`src/rtl/rv32_mdu.sv`:
```
// RV32 M-extension multiply/divide unit, valid/ready in and out, tag pass-through.
// Define RV32_MDU_DIV_EN to build the iterative divider; otherwise ops 4-7 return 0.
module rv32_mdu #(
  parameter int XLEN  = 32,
  parameter int TAG_W = 5
) (
  input  logic             clk,
  input  logic             resetn,
  input  logic             in_valid,
  output logic             in_ready,
  input  logic [2:0]       in_op,
  input  logic [XLEN-1:0]  in_op1,
  input  logic [XLEN-1:0]  in_op2,
  input  logic [TAG_W-1:0] in_tag,
  input  logic             kill,
  output logic             out_valid,
  input  logic             out_ready,
  output logic [XLEN-1:0]  out_result,
  output logic [TAG_W-1:0] out_tag,
  output logic             busy
);

`ifdef RV32_MDU_DIV_EN
  typedef enum logic [2:0] {
    S_IDLE, S_MUL, S_DIV, S_FIX, S_DONE
  } state_t;
  localparam int CW = $clog2(XLEN) + 1;
`else
  typedef enum logic [1:0] {
    S_IDLE, S_MUL, S_DONE
  } state_t;
`endif

  state_t            r_state, w_next;
  logic [1:0]        r_op;
  logic [XLEN-1:0]   r_a, r_b, r_res;
  logic [TAG_W-1:0]  r_tag;
  logic              w_sa, w_sb, w_hold;
  logic [2*XLEN-1:0] w_ma, w_mb, w_prod;

  // MUL low half is sign-agnostic; MULH both signed, MULHSU op1 only
  assign w_sa   = (r_op == 2'd1) || (r_op == 2'd2);
  assign w_sb   = (r_op == 2'd1);
  assign w_ma   = {{XLEN{w_sa & r_a[XLEN-1]}}, r_a};
  assign w_mb   = {{XLEN{w_sb & r_b[XLEN-1]}}, r_b};
  assign w_prod = w_ma * w_mb;
  assign w_hold = kill && (r_state != S_IDLE);

`ifdef RV32_MDU_DIV_EN
  logic [XLEN-1:0] r_rem;
  logic [CW-1:0]   r_cnt;
  logic            r_negq, r_negr;
  logic            w_sdiv, w_zero, w_ovf, w_neg1, w_neg2, w_ge;
  logic [XLEN-1:0] w_abs1, w_abs2, w_rem_n, w_quo_n;
  logic [XLEN:0]   w_sh, w_diff;

  assign w_sdiv  = ~in_op[0];
  assign w_zero  = (in_op2 == '0);
  assign w_ovf   = w_sdiv && (in_op1 == {1'b1, {(XLEN-1){1'b0}}})
                   && (in_op2 == '1);
  assign w_neg1  = w_sdiv & in_op1[XLEN-1];
  assign w_neg2  = w_sdiv & in_op2[XLEN-1];
  assign w_abs1  = w_neg1 ? -in_op1 : in_op1;
  assign w_abs2  = w_neg2 ? -in_op2 : in_op2;
  // r_a doubles as the dividend/quotient shift register
  assign w_sh    = {r_rem, r_a[XLEN-1]};
  assign w_diff  = w_sh - {1'b0, r_b};
  assign w_ge    = ~w_diff[XLEN];
  assign w_rem_n = w_ge ? w_diff[XLEN-1:0] : w_sh[XLEN-1:0];
  assign w_quo_n = {r_a[XLEN-2:0], w_ge};
`endif

  always_ff @(posedge clk or negedge resetn) begin
    if (!resetn) r_state <= S_IDLE;
    else         r_state <= w_next;
  end

  always_comb begin
    w_next = r_state;
    unique case (r_state)
      S_IDLE: begin
        if (in_valid) begin
          if (!in_op[2]) w_next = S_MUL;
`ifdef RV32_MDU_DIV_EN
          else if (w_zero || w_ovf) w_next = S_DONE;
          else w_next = S_DIV;
`else
          else w_next = S_DONE;
`endif
        end
      end
      S_MUL: w_next = S_DONE;
`ifdef RV32_MDU_DIV_EN
      S_DIV: if (r_cnt == CW'(XLEN-1)) w_next = S_FIX;
      S_FIX: w_next = S_DONE;
`endif
      S_DONE: if (out_ready) w_next = S_IDLE;
      default: w_next = S_IDLE;
    endcase
    if (w_hold) w_next = S_IDLE;
  end

  always_ff @(posedge clk or negedge resetn) begin
    if (!resetn) begin
      r_op  <= '0;
      r_a   <= '0;
      r_b   <= '0;
      r_tag <= '0;
      r_res <= '0;
`ifdef RV32_MDU_DIV_EN
      r_rem  <= '0;
      r_cnt  <= '0;
      r_negq <= 1'b0;
      r_negr <= 1'b0;
`endif
    end else if (!w_hold) begin
      unique case (r_state)
        S_IDLE: begin
          if (in_valid) begin
            r_op  <= in_op[1:0];
            r_tag <= in_tag;
            r_a   <= in_op1;
            r_b   <= in_op2;
`ifdef RV32_MDU_DIV_EN
            r_rem  <= '0;
            r_cnt  <= '0;
            r_negq <= w_neg1 ^ w_neg2;
            r_negr <= w_neg1;
            if (in_op[2]) begin
              r_a <= w_abs1;
              r_b <= w_abs2;
              if (w_zero)     r_res <= in_op[1] ? in_op1 : '1;
              else if (w_ovf) r_res <= in_op[1] ? '0 : in_op1;
            end
`else
            if (in_op[2]) r_res <= '0;
`endif
          end
        end
        S_MUL: r_res <= (r_op == 2'd0) ? w_prod[XLEN-1:0]
                                       : w_prod[2*XLEN-1:XLEN];
`ifdef RV32_MDU_DIV_EN
        S_DIV: begin
          r_rem <= w_rem_n;
          r_a   <= w_quo_n;
          r_cnt <= r_cnt + 1'b1;
        end
        S_FIX: r_res <= r_op[1] ? (r_negr ? -r_rem : r_rem)
                                : (r_negq ? -r_a : r_a);
`endif
        default: ;
      endcase
    end
  end

  assign in_ready   = (r_state == S_IDLE);
  assign busy       = (r_state != S_IDLE);
  assign out_valid  = (r_state == S_DONE);
  assign out_result = r_res;
  assign out_tag    = r_tag;

endmodule

```
`config.mk`:
```
export PLATFORM = sky130hd
export DESIGN_NAME = rv32_mdu
export DESIGN_NICKNAME = d
export VERILOG_FILES = /design/src/rtl/rv32_mdu.sv
export SDC_FILE = /design/constraint.sdc
export NUM_CORES = 2
export LEC_CHECK = 0
export BUFFER_PORTS_ARGS = -buffer_cell sky130_fd_sc_hd__buf_2
export CELL_PAD_IN_SITES_DETAIL_PLACEMENT = 0
export CELL_PAD_IN_SITES_GLOBAL_PLACEMENT = 1
export CORE_MARGIN = 3
export CORE_UTILIZATION = 47
export CTS_CLUSTER_SIZE = 16
export DETAILED_ROUTE_END_ITERATION = 8
export PLACE_DENSITY = 0.8
export SYNTH_ARGS = -nofsm -noshare
export SYNTH_HDL_FRONTEND = slang
export SYNTH_SLANG_ARGS = --single-unit
```
`constraint.sdc`:
```
create_clock -name clk -period 8.75 [get_ports clk]
set_input_delay 0.875 -clock clk [delete_from_list [all_inputs] [get_ports clk]]
set_output_delay 0.875 -clock clk [all_outputs]
set_load 0.1 [all_outputs]
```
Word-level counts from Yosys, hierarchy flattened
Cells that the tools add are included.

word-level totals
  flip-flop bits (word level) = 105
  input port bits = 77
  output and inout port bits = 40
  word-level logic and storage cells = 36

operators by class
  multiply operators = 1
  eq/ne operators = 8
  multiplexer cells = 9
  bitwise logic cells = 3
  reductions and logical operators = 9

operators with widths
  cell                number
  $mux 32             3
  $mul 33x33->64      1
  $pmux 32 s2         1
  $mux 2              4
  $pmux 2 s3          1
  $eq 2x1->1 const B  2
  $eq 2x2->1 const B  2
  $logic_not 2->1     2
  $reduce_and 4->1    1
  $reduce_bool 2->1   2
  $ne 3x1->1 const B  1
  $ne 3x2->1 const B  1
  $reduce_and 3->1    1
  $and 1x1->1         2
  $ne 2x1->1 const B  1
  $ne 2x2->1 const B  1
  $reduce_and 2->1    1
  $logic_and 1x1->1   1
  $logic_or 1x1->1    1
  $not 1->1           1

Longest topological paths before layout
  depth after elaboration = 6
  depth in mapped cells = 31
  mapped depth without buffers = 29

Worst setup path after synthesis
OpenSTA, ideal clock, no wires.

  path kind = reg2reg
  start = register r_op[0]
  end = register r_res[28] (netlist: out_result[28])
  library setup time = 86 ps
  data arrival time = 8227 ps
  required time = 8664 ps
  setup slack = 437 ps
  cell stages (with the launch flop) = 32
  path buffers = 2
  clock period less this slack = 8313 ps
  cells stage by stage = dfrtp_1 > inv_1 > ha_1 > and2_0 > clkbuf_1 > nand2_1 > inv_1 > fa_1 > inv_1 > fa_1 > inv_1 > fa_1 > fa_1 > inv_1 > fa_1 > inv_1 > fa_1 > inv_1 > fa_1 > fa_1 > inv_1 > ha_1 > clkbuf_1 > nand3_1 > nor2_1 > nand4_1 > nor2_1 > o211ai_1 > a31oi_2 > a21boi_2 > or3_1 > a32oi_1

between the ends
  cells in the longest elaborated chain, start to end = 6
  elaborated cells between the ends (all ways) = 9
  classes of those cells = mul (1); eq/ne (2); mux (2); bitwise (2); reduce/logical (2)

ends and longest elaborated chain
  element                                   RTL line  source
  start, declared                           35        logic [1:0] r_op;
  start signal, assigned                    120       r_op <= in_op[1:0];
  $eq 2x1->1 or $eq 2x2->1 (tied branches)  42, 43
  $logic_or 1x1->1                          42        assign w_sa = (r_op == 2'd1) || (r_op == 2'd2);
  $and 1x1->1                               44        assign w_ma = {{XLEN{w_sa & r_a[XLEN-1]}}, r_a};
  $mul 33x33->64                            46        assign w_prod = w_ma * w_mb;
  $mux 32 *                                 140       S_MUL: r_res <= (r_op == 2'd0) ? w_prod[XLEN-1:0]
  $pmux 32 s2 *                             117       unique case (r_state)
  end signal, assigned                      140
  end, declared                             36        logic [XLEN-1:0] r_a, r_b, r_res;

Mark *: on every way between the ends. The rest lies on a longest branch, timed or not.
A chain may end at the register's enable or synchronous reset.

Worst setup path after layout
  start = register r_b[10]
  end = register r_res[29] (netlist: out_result[29])

between the ends
  cells in the longest elaborated chain, start to end = 3

ends and longest elaborated chain
  element                 RTL line  source
  start, declared         36
  start signal, assigned  123       r_b <= in_op2;
  $mul 33x33->64          46
  $mux 32                 140
  $pmux 32 s2             117

Every way passes these cells.

==> metrics.csv <==
metric,value,unit
status,"finished, final reports clean",
ioPinCount,117,
antenna_found_initial,10,
yosysSeqAreaShare,6.186,%
min_to,out_tag[1]$_DFFE_PN0P_,
cts.sinks,105,
synth_edf_count,0,
antenna_left,0,
drv_slew,0,
fin_setup_tns,0,ns
final_net_count,6017,
final_common_cell,inv_1,
final-seq-area,2638,µm²
syn_avg_cell_area,9.188,µm²
rr_worst_depth,23,
crit_type,register to register,
start_util,47.69,%
cp_max_fo,20,
drt_iter0_markers,2021,
slowest_stage,dfrtp_1,
n_fill_cell,8352,
fin_worst_skew,0.02449,ns
netlist_instances,4623,
wire_per_inst,20.09,µm
max-slew-margin-rel,26.96,%
rsz0062_at_grt,false,
final_cell_mix,"inv_1 (1201), fa_1 (1123), nand2_1 (840)",
synth.area.top_cells,"fa_1 (53%), inv_1 (11%), nand2_1 (7.4%), ha_1 (6.3%), dfrtp_1 (6.2%)",
clock.fmax,0.1182,GHz
hold_class,register to register,
routed_wl,116.0,mm
period_needed,8.461,ns
drive_gt1_share,8.076,%
required,9.08,ns
postCtsHoldBufs,0,
synth_largest_area_cell,fa_1,
gp_congestion,0.9188,
die_h,306.6,µm
gr-usage-all-layers,25.95,%
async_flop_share,100.0,%
max_stage_delay,1.00,ns
cts_buffer_depth,2,
hold_viol_final,0,
multi_input_area,34320,µm²
stdcell_count,5773,
synth-main-ff-cell,dfrtp_1,
tightest_slew,1.096,ns
ys_types,76,
hp-start,out_tag[1]$_DFFE_PN0P_,
grt_first_pass_wirelength,187.9,mm
worstPathArrival,8.79,ns
worstPathCellList,buf_4 > nand2_1 > fa_1 > fa_1 > fa_1 > inv_1 > fa_1 > inv_1 > fa_1 > fa_1 > inv_1 > fa_1 > fa_1 > ha_1 > nand2_1 > nor3_1 > o21ai_0 > a21boi_0 > o21ai_0 > xnor2_1 > buf_4 > a22oi_1 > o21ai_1,
crit_path_frequent_cell,fa_1,
cts_buffers,9,
h-tree-depth,3,
clk_latency,0.42,ns
yosys_warnings,0,
coreArea,89060,µm²
start_kind,register,
ys_ff_latch,105,
cp.buffers_inverters,5,
r2r-start,r_b[10]$_DFFE_PN0P_,
holdPathStages,1,
via_per_inst,5.265,
cts_tree,yes,
firstDrtPassIters,6,
drv_cap,0,
r2r_end,out_result[29]$_DFFE_PN0P_,
clk_pin_slew,0.09,ns
portBuffers,116,
drc,0,
first_global_vias,33510,
place_inst,5751,
num_vias,30390,
grt_start_max_net_pins,63,
setup-violations-final,0,
syn_nets,6039,
endpoint_kind,register,
dieArea,94020,µm²
rows,109,
critical-path-top-delay-family,adder cells,
syn_area,42470,µm²
holdWs,0.5151,ns
area_growth,5.735,%
period_share,96.70,%
yosys.area.top_type_share,53.02,%
cts-root-buf,clkbuf_16,
grt-ovfl-total,0,
dp.final_hpwl,98.85,mm
r2r_setup_slack,0.29,ns
die_w,306.6,µm
-- state kept, by name (all words and copies together) (netlist names) --
| name | flops |
|---|---|
| r_op | 2 |
| out_result | 32 |
| out_tag | 5 |
| r_state | 2 |
| r_b | 32 |
| r_a | 32 |
-- how the worst max path moves through the flow --
stage | to | slack, ns | cells after the start | start
2_1_floorplan | out_result[28]$_DFFE_PN0P_ | 0.44 | 31 | r_op[0]$_DFFE_PN0P_
3_3_place_gp | out_result[18]$_DFFE_PN0P_ | 0.36 | 25 | r_op[0]$_DFFE_PN0P_
3_5_place_dp | out_result[18]$_DFFE_PN0P_ | 0.16 | 25 | r_op[0]$_DFFE_PN0P_
4_1_cts | out_result[18]$_DFFE_PN0P_ | 0.12 | 25 | r_op[0]$_DFFE_PN0P_
5_1_grt | out_result[29]$_DFFE_PN0P_ | 0.003 | 23 | r_b[10]$_DFFE_PN0P_
6_report | out_result[29]$_DFFE_PN0P_ | 0.29 | 23 | r_b[10]$_DFFE_PN0P_
-- what timing repair did --
| item | 4_1_cts | 5_1_grt |
|---|---|---|
| buffers inserted | 0 | 4 |
| gates resized for setup | 0 | 9 |
| setup endpoints to repair | 0 | 17 |
-- logic make-up after synthesis --
group                    synth area share, %
buffers and inverters                  13.07
adder cells (fa/ha/maj)                59.33
AND/OR/NAND/NOR                        13.82
AO/OA/AOI/OAI                          4.174
flip-flops                             6.186
multiplexers                           1.950
XOR/XNOR                               1.464
-- cells in the mapped netlist, drive strengths merged (3+ instances only) --
library cell and n:
or3 4, fa 1125, a21oi 65, o21a 6, nand4 19, o21bai 7
nand3 11, o211ai 9, nor2 72, nor4 4, a211oi 6, and3 24
clkbuf 262, o22ai 5, xor2 19, o21ba 3, nor3b 3, or2 9
mux2i 4, xnor2 52, ha 214, o21ai 60, nand3b 3, a221o 3
nor2b 5, dfrtp 105, a22oi 16, a31oi 8, a21o 23, and2 282
a21boi 4, o31ai 6, a22o 5, mux2 70, o221ai 4, inv 1203
nand2b 6, nor3 10, nand2 841, buf 10, a221oi 4
-- area by class of cell --
cell class,instances,area share [%]
Antenna cell,2,0.01114
Clock buffer,9,0.5015
Clock inverter,7,0.2284
Inverter,1203,10.07
Multi-Input combinational cell,3043,76.41
Sequential cell,105,5.873
Tap cell,1165,3.246
Timing Repair Buffer,239,3.661
-- stage by stage --
| stage | cell area (µm²) | utilization [%] | worst slack [ns] |
|---|---|---|---|
| global route | 44910 | 50.43 | 0.003069 |
| floorplan | 42470 | - | 0.4366 |
| global placement | 44500 | 49.97 | 0.3577 |
| detailed placement | 44500 | 49.97 | 0.1560 |
| CTS | 44830 | 50.34 | 0.1176 |
| finish | 44910 | 50.43 | 0.2885 |
-- per-layer routing --
metal | routed length (µm) | part of all wire (%) | up-vias | global-route usage (%)
li1 | - | - | 13200 | -
met3 | 6210 | 5.4 | 218 | 3.347
met4 | 4717 | 4.1 | 4 | 9.229
met5 | 25 | 0.022 | - | 0
met1 | 46240 | 40 | 16000 | 33.50
met2 | 58750 | 51 | 967 | 45.22
Power is not shown: default switching activity piles up to over one toggle a cycle in this logic, so the estimate is an artifact.
